===== config.mk =====
export PLATFORM = sky130hd
export DESIGN_NAME = cntr8_ctrl
export DESIGN_NICKNAME = d
export VERILOG_FILES = /design/src/rtl/cntr8_ctrl.sv
export SDC_FILE = /design/constraint.sdc
export NUM_CORES = 1
export LEC_CHECK = 0
export CORE_MARGIN = 4
export CORE_UTILIZATION = 39
export DETAILED_ROUTE_END_ITERATION = 12
export HOLD_SLACK_MARGIN = 0.1
export PLACE_DENSITY = 0.91
export SETUP_SLACK_MARGIN = 0.3
export SYNTH_ARGS = -nofsm -noshare
export SYNTH_HDL_FRONTEND = slang
export SYNTH_SLANG_ARGS = --single-unit

===== constraint.sdc =====
create_clock -name clk -period 3.5 [get_ports clk]
set_clock_uncertainty 0.1 [all_clocks]
set_input_delay 0.7 -clock clk [delete_from_list [all_inputs] [get_ports clk]]
set_output_delay 0.7 -clock clk [all_outputs]
set_load 0.05 [all_outputs]

===== src/rtl/cntr8_ctrl.sv =====
// ---------------------------------------------------------------------------
// cntr8_ctrl
//
// Control half of an up/down counter. The block holds a state and an 8-bit
// data register. The arithmetic is done outside this block: the external
// output-logic stage reads state and d_reg and returns its result on fb_in.
// This block only chooses the next state and whether d_reg takes d_in,
// fb_in, or keeps its value.
//
// Ports
//   clk    : rising-edge clock for all registers
//   reset  : synchronous active-high reset, sampled on the rising edge of clk
//   en     : advance enable; when 0, all registers hold
//   load   : load request; highest priority after reset
//   inc    : counting direction, 1 = up, 0 = down
//   d_in   : external load value
//   fb_in  : result from the output-logic stage for the current state/d_reg
//   state  : registered current state
//   d_reg  : registered data value
// ---------------------------------------------------------------------------
module cntr8_ctrl (
    input  logic       clk,
    input  logic       reset,
    input  logic       en,
    input  logic       load,
    input  logic       inc,
    input  logic [7:0] d_in,
    input  logic [7:0] fb_in,
    output logic [2:0] state,
    output logic [7:0] d_reg
);

    typedef enum logic [2:0] {
        IDLE = 3'b000,
        LOAD = 3'b001,
        INC  = 3'b010,
        INC2 = 3'b011,
        DEC  = 3'b100,
        DEC2 = 3'b101
    } state_t;

    // The state register is a plain vector, not a state_t. This way the
    // unused codes 110 and 111 can be stored in it, and the recovery path
    // can be reached.
    logic [2:0] state_q;
    logic [2:0] state_d;
    logic [7:0] dreg_q;
    logic [7:0] dreg_d;

    // Next-state and next-data logic.
    // The checks run in this order:
    //   1. Unused codes go back to IDLE and clear the data. Load is ignored.
    //   2. A load request moves to LOAD and captures d_in.
    //   3. Otherwise the transition table applies. The data takes the
    //      feedback value in every state except IDLE, which holds.
    always_comb begin
        state_d = state_q;
        dreg_d  = dreg_q;

        if (state_q[2] && state_q[1]) begin
            state_d = IDLE;
            dreg_d  = 8'h00;
        end else if (load) begin
            state_d = LOAD;
            dreg_d  = d_in;
        end else begin
            case (state_q)
                IDLE:    state_d = inc ? INC  : DEC;
                LOAD:    state_d = inc ? INC  : DEC;
                INC:     state_d = inc ? INC2 : DEC;
                INC2:    state_d = inc ? INC  : DEC;
                DEC:     state_d = inc ? INC  : DEC2;
                DEC2:    state_d = inc ? INC  : DEC;
                default: state_d = IDLE;
            endcase

            if (state_q != IDLE) begin
                dreg_d = fb_in;
            end
        end
    end

    // State and data registers.
    // Reset has priority over everything. With reset low, the registers
    // change only when en is high.
    always_ff @(posedge clk) begin
        if (reset) begin
            state_q <= IDLE;
            dreg_q  <= 8'h00;
        end else if (en) begin
            state_q <= state_d;
            dreg_q  <= dreg_d;
        end
    end

    // The outputs come straight from the registers, so there is no
    // combinational path from any input to any output.
    assign state = state_q;
    assign d_reg = dreg_q;

endmodule


# Word-level counts from Yosys, hierarchy flattened
# Cells that the tools add are included.
# op_classes
eq_ne	5
mux	9
reduce_logical	6
# ops
op	count
$mux W8	3
$mux W3	5
$pmux W3 S3	1
$eq A3 B2 Y1 const B	2
$eq A3 B3 Y1 const B	2
$reduce_bool A3 Y1	2
$reduce_or A4 Y1	1
$eq A3 B1 Y1 const B	1
$logic_not A3 Y1	1
$reduce_and A2 Y1	1
$logic_and A1 B1 Y1	1
# word_totals
reg_bits	11
in_bits	21
output_inout_bits	11
elab_cells	22

# Depth between registers and ports, before layout
# depth
word_depth	5
ltp_mapped	4
depth_no_buf	3

# Worst setup path before layout
# No wires, ideal clock.
# synth_timing
path_type	flip-flop to flip-flop
from	register state_q[2], in the netlist state[2]
to	register state_q[0], in the netlist state[0]
setup_ps	79
t_arrival_ps	1460
t_required_ps	3321
slack_ps	1861
path_stages_with_launch	4
path_buffers	0
period_less_slack_ps	1639
path_cell_list	dfxtp_1 > nor3_1 > a2111o_1 > a211oi_2
# synth_between
elab_chain_len	5
elab_cells_between_ends	11
cone_classes	eq/ne: 5; mux: 3; reduce/logical: 3
# synth_rtl
item	line_no	source
start, declared	45	logic [2:0] state_q;
start signal, assigned	91	state_q <= state_d;
$eq A3 B3 Y1, or another cell as far along	67	case (state_q)
$reduce_or A4 Y1 (no line)	n/a	
$pmux W3 S3	67	
$mux W3	63	end else if (load) begin
$mux W3 (*)	60	if (state_q[2] && state_q[1]) begin
# Mark *: on every way between the ends. The rest lies on a longest branch, timed or not.
# A chain may end at the register's enable or synchronous reset.

# Worst setup path in the final report
# layout_timing
from	input port load
to	register dreg_q[0], in the netlist d_reg[0]
# layout_between
elab_chain_len	2
elab_cells_between_ends	4
cone_classes	mux: 2; reduce/logical: 2
# layout_rtl
item	line_no	source
start, declared	25	input logic load,
$reduce_bool A3 Y1 (no line) / $mux W8 (equally long branches)	n/a	
$reduce_and A2 Y1 (no line) / $mux W8 (equally long branches)	n/a	
end signal, assigned	92	dreg_q <= dreg_d;
end, declared	47	logic [7:0] dreg_q;
# Several ways; a longest one is shown, not always the timed one.

==> results.yml <==
synthesis:
  synthMuxAreaShare: 0.139
  syn_nets: 74
  ys_seq_elements: 11
  synthAdderAreaFrac: 0
  synth_area_leaders: "dfxtp_1 (38%), mux2i_1 (14%), nand3b_1 (12%)"
  ys_seq_area_frac: 0.383
  syn_area_um2: 576
  synth-xor-area-share: 0
  avgSynthCellArea_um2: 10.9
  syn_inst: 53
  synth_top_area_cell: "dfxtp_1"
  synth_cell_types: 17
  synth_compound_area_frac: 0.233
  yosys_warnings: 0
  synthSimpleGateAreaFrac: 0.200
  synth_top_family_by_area: "compound AO/OA/AOI/OAI gates"
  synth_top_area_frac: 0.383
timing:
  rsz0062_at_grt: "no"
  hold_slack_ns: 0.393
  max_slew_margin: 0.475
  tightest_slew_ns: 0.785
  max_freq_ghz: 0.406
  hold_viol: 0
  timing.final.crit_share: 0.704
  period_minus_slack_ns: 2.47
  slew_violations: 0
  fin_tns_setup_ns: 0
  setup_viol: 0
drt:
  drtIter0Drc: 9
  vias: 548
  wl_met3_um: 123
  routed-wl-met2_um: 731
  vias_per_cell: 5.48
  drc: 0
  top_layer_used: "met4"
  routedWlPerCell_um: 14.8
  wl_met1_um: 622
  postRouteWirelength_mm: 1.48
  antenna_left: 0
  first_pass_iters: 4
finish:
  drive_gt1_frac: 0.0824
  final_common_cell: "clkdlybuf4s50_1"
  largest_register_ffs: 8
  fillers: 121
  synthToLayoutAreaGrowth_pct: 57.2
  fin_cells: 100
  antennaDiodeCount: 0
  mostFrequentLayoutCells: "clkdlybuf4s50_1 (31), dfxtp_1 (11), nand3b_1 (9)"
  nNetsFinal: 107
clock_tree:
  hold_buffers: 0
  root_buffer: "clkbuf_4"
  tritoncts: "built"
  clock_latency_ns: 0.26
  post_cts_buffers: 0
  cts.path.max_buffers: 2
  htreeDepth: 1
  cts_resized: 0
  cts_buffers: 3
  path_clk_slew_ns: 0.07
  cts_sinks: 11
placed_design:
  port_buffers: 31
  dp.cells: 96
  hpwl_mm: 1.13
  place.gp.congestion: 0.674
pwr:
  power_leakage_nw: 0.339
  ir_worst_vdd_mv: 0.259
  powerDensity_mw_per_mm2: 362
die:
  dieArea_mm2: 0.00215
  ios: 32
  coreArea_mm2: 0.00135
  die_x_um: 46.4
  initial_core_util: 0.426
  num_rows: 13
  die_y_um: 46.4
worst_hold_path:
  min_path_type: "register to register"
critical_path:
  cp-end-kind: "register"
  cp.arrival_ns: 2.54
  critPathLaunchType: "input pin"
  worstPathRequired_ns: 3.58
  criticalPathCategory: "input pin to register"
  cp_max_fo: 16
global_routing:
  grt_pass1_wl_mm: 2.28
  antenna_found_initial: 0
  grtUsageTotal: 0.150
  grt_start_max_net_pins: 17
  grt-ovfl-total: 0
  grt_pass1_vias: 531
flow_run:
  cap_violations: 0
outcome:
  status: "complete, no violations"
-- cell families after synthesis --
group,Yosys count
AO/OA/AOI/OAI,15
buffers and inverters,3
flip-flops,11
multiplexers,8
AND/OR/NAND/NOR,16
-- cells in the mapped netlist --
master / number
a2111o_1: 1
a211oi_2: 1
a21o_1: 1
a21oi_1: 3
and2b_2: 1
buf_6: 2
clkbuf_1: 1
dfxtp_1: 11
mux2i_1: 8
nand2b_1: 2
nand3_1: 1
nand3b_1: 9
nor2_1: 1
nor3_1: 1
nor3b_2: 1
o31ai_1: 8
o41ai_4: 1
-- layout make-up --
class	count	area, um2	area share
Sequential cell	11	220	0.243
Tap cell	15	18.8	0.0207
Clock buffer	4	26.3	0.0290
Multi-Input combinational cell	39	329	0.364
Timing Repair Buffer	31	310	0.343
-- worst max-delay path, stage by stage --
cell and delay, ns:
clkdlybuf4s50_1 0.76, o41ai_4 0.80, nand3b_1 0.17, o31ai_1 0.10
-- power breakdown --
group          switching (W)  leakage [nW]  internal [W]  total (W)
logic              0.0000542         0.234     0.0000478   0.000102
registers         0.00000707        0.0903      0.000134   0.000141
clock network      0.0000407        0.0150     0.0000440  0.0000847
-- stage by stage --
step / instance area [um2] / setup WS, ns / power, W / util
after global placement: 878 / 0.825 / 0.000244 / 0.651
after floorplan: 576 / 1.86 / 0.000202 / -
final: 905 / 1.03 / 0.000327 / 0.670
after detailed placement: 878 / 0.760 / 0.000246 / 0.651
after global routing: 905 / 0.824 / 0.000342 / 0.670
after CTS: 905 / 1.03 / 0.000330 / 0.670
-- per-layer routing --
metal	GRT usage	vias to the layer above
met5	0	-
met2	0.247	20
li1	-	270
met4	0.0511	0
met3	0.0391	2
met1	0.186	256
-- final timing paths --
| path | from | end | slack, ns | cells after the start |
|---|---|---|---|---|
| worst max-delay path | load | d_reg[0]$_SDFFE_PP0P_ | 1.03 | 4 |
| worst min-delay path | d_reg[4]$_SDFFE_PP0P_ | d_reg[4]$_SDFFE_PP0P_ | 0.39 | 2 |
| worst max register to register | state[2]$_SDFFE_PP0P_ | d_reg[0]$_SDFFE_PP0P_ | 1.85 | 3 |
| worst min register to register | d_reg[4]$_SDFFE_PP0P_ | d_reg[4]$_SDFFE_PP0P_ | 0.39 | 2 |
Note: power is estimated with default switching activity, not from simulation.
==> edit: new RTL, same settings <==
Register the inputs `en`, `load`, `inc`, `d_in` and `fb_in` before use, with the module's reset. The logic sees them one clock later.
--- a/src/rtl/cntr8_ctrl.sv
+++ b/src/rtl/cntr8_ctrl.sv
@@ -40,4 +40,26 @@
     } state_t;
 
+    logic en_q;
+    logic load_q;
+    logic inc_q;
+    logic [7:0] d_q;
+    logic [7:0] fb_q;
+
+    always_ff @(posedge clk) begin
+        if (reset) begin
+            en_q   <= '0;
+            load_q <= '0;
+            inc_q  <= '0;
+            d_q    <= '0;
+            fb_q   <= '0;
+        end else begin
+            en_q   <= en;
+            load_q <= load;
+            inc_q  <= inc;
+            d_q    <= d_in;
+            fb_q   <= fb_in;
+        end
+    end
+
     // The state register is a plain vector, not a state_t. This way the
     // unused codes 110 and 111 can be stored in it, and the recovery path
@@ -61,20 +83,20 @@
             state_d = IDLE;
             dreg_d  = 8'h00;
-        end else if (load) begin
+        end else if (load_q) begin
             state_d = LOAD;
-            dreg_d  = d_in;
+            dreg_d  = d_q;
         end else begin
             case (state_q)
-                IDLE:    state_d = inc ? INC  : DEC;
-                LOAD:    state_d = inc ? INC  : DEC;
-                INC:     state_d = inc ? INC2 : DEC;
-                INC2:    state_d = inc ? INC  : DEC;
-                DEC:     state_d = inc ? INC  : DEC2;
-                DEC2:    state_d = inc ? INC  : DEC;
+                IDLE:    state_d = inc_q ? INC  : DEC;
+                LOAD:    state_d = inc_q ? INC  : DEC;
+                INC:     state_d = inc_q ? INC2 : DEC;
+                INC2:    state_d = inc_q ? INC  : DEC;
+                DEC:     state_d = inc_q ? INC  : DEC2;
+                DEC2:    state_d = inc_q ? INC  : DEC;
                 default: state_d = IDLE;
             endcase
 
             if (state_q != IDLE) begin
-                dreg_d = fb_in;
+                dreg_d = fb_q;
             end
         end
@@ -88,5 +110,5 @@
             state_q <= IDLE;
             dreg_q  <= 8'h00;
-        end else if (en) begin
+        end else if (en_q) begin
             state_q <= state_d;
             dreg_q  <= dreg_d;
Formal check against the unedited RTL: not equivalent (a bounded check fails within 4 cycles, from zero or initial values and one cycle with reset high).
==> edit against the original RTL <==
Worst setup slack better by 0.049 ns. Global-route usage shrank 1.8 points. Sequential cell count rose by 19. Register-to-register slack got worse by 0.07 ns. Total power increased by 89%. Area after synthesis up 88%. Count of clock-buffer cells in the layout increased by 3. Largest power group unchanged. Final area rose by 59%. Largest cell class is now sequential cells. Critical path type is now register to primary output. Non-clock buffer count rose by 1. Routed wire length up 36%. Sequential share of layout area grew 17 points.
==> edit: results (changes against the original RTL) <==
[status]
status=completed

[grt]
grt_pass1_vias=822  ; +55%
grt_max_degree=31  ; +14
grt_usage_pct=13.2  ; -1.8 points
grtUsageMet3_pct=6.17  ; +2.3 points
gr-usage-met2_pct=23.1  ; -1.7 points

[yosys]
ys_types=18  ; +1
synthTopCellsByArea=dfxtp_1, nor2b_1, mux2i_1
synth_compound_area_share_pct=10.3  ; -13 points
synth_mux_area_share_pct=7.42  ; -6.5 points
ys_seq_area_share_pct=55.6  ; +17 points
synthTopCellsByCount=dfxtp_1, nor2b_1, nand3b_1
synthesis.nets=116  ; +57%

[route]
wl_per_cell_um=12.8  ; -14%
wl_um=2020  ; +36%
met2_length_um=1030  ; +41%
via_per_inst=4.88  ; -11%
drt_iter0_drc=16  ; +7
dr_wl_met3_um=132  ; +7.3%
met1_length_um=830  ; +33%

[worst_hold_path]
worstHoldStart=d_reg[2]$_SDFFE_PP0P_
holdPathEnd=d_reg[2]$_SDFFE_PP0P_

[finish]
drive_above_1_share_pct=6.25  ; -2.0 points

[placed_design]
gp_congestion=0.690  ; +2.4%
hpwl_um=1570  ; +40%

[clocking]
cts_buffers=5  ; +2
htreeDepth=2  ; +1

[critical_path]
crit_family=buffers and inverters
timing.rr.end=d_reg[1]$_SDFFE_PP0P_
arrival_ns=1.62  ; -0.92 ns
path_max_fanout=7  ; -9
cp_slowest_cell=clkdlybuf4s50_1
r2r_start=load_q$_SDFF_PP0_
cpPeakStageDelay_ns=0.85  ; +0.05 ns

[pwr]
p_int_w=0.000475  ; +110%
power.leakage_nw=0.519  ; +53%
seqPwrFrac_pct=59.5  ; +16 points
clock_power_share_pct=28.1  ; +2.2 points

[sta]
worst_pin_slew_ns=0.835  ; +0.0500 ns
whs_ns=0.397  ; +0.00427 ns

-- edit: changes by cell type after synthesis, moves of 2 or more --
cell | before | now
dfxtp_1 | 11 | 30
nor2b_1 | 0 | 19
clkbuf_1 | 1 | 3
nand2_1 | 0 | 2
or2b_1 | 0 | 2
-- edit: cell type report --
class / instances / area (sq um) / share of cell area [%]
tap: 30 / 37.5 / 2.60
timing repair buffer: 32 / 318 / 22.0
multi-input combinational: 59 / 440 / 30.6
clock buffer: 7 / 45.0 / 3.13
sequential: 30 / 601 / 41.7
-- edit: stage by stage --
step | instance area (sq um) | setup WS, ns | total power [W]
after detailed placement | 1400 | 1.41 | 0.000455
after global routing | 1440 | 0.999 | 0.000648
after floorplan | 1080 | 1.93 | 0.000419
final | 1440 | 1.08 | 0.000619
after CTS | 1440 | 1.06 | 0.000626
after global placement | 1400 | 1.44 | 0.000451
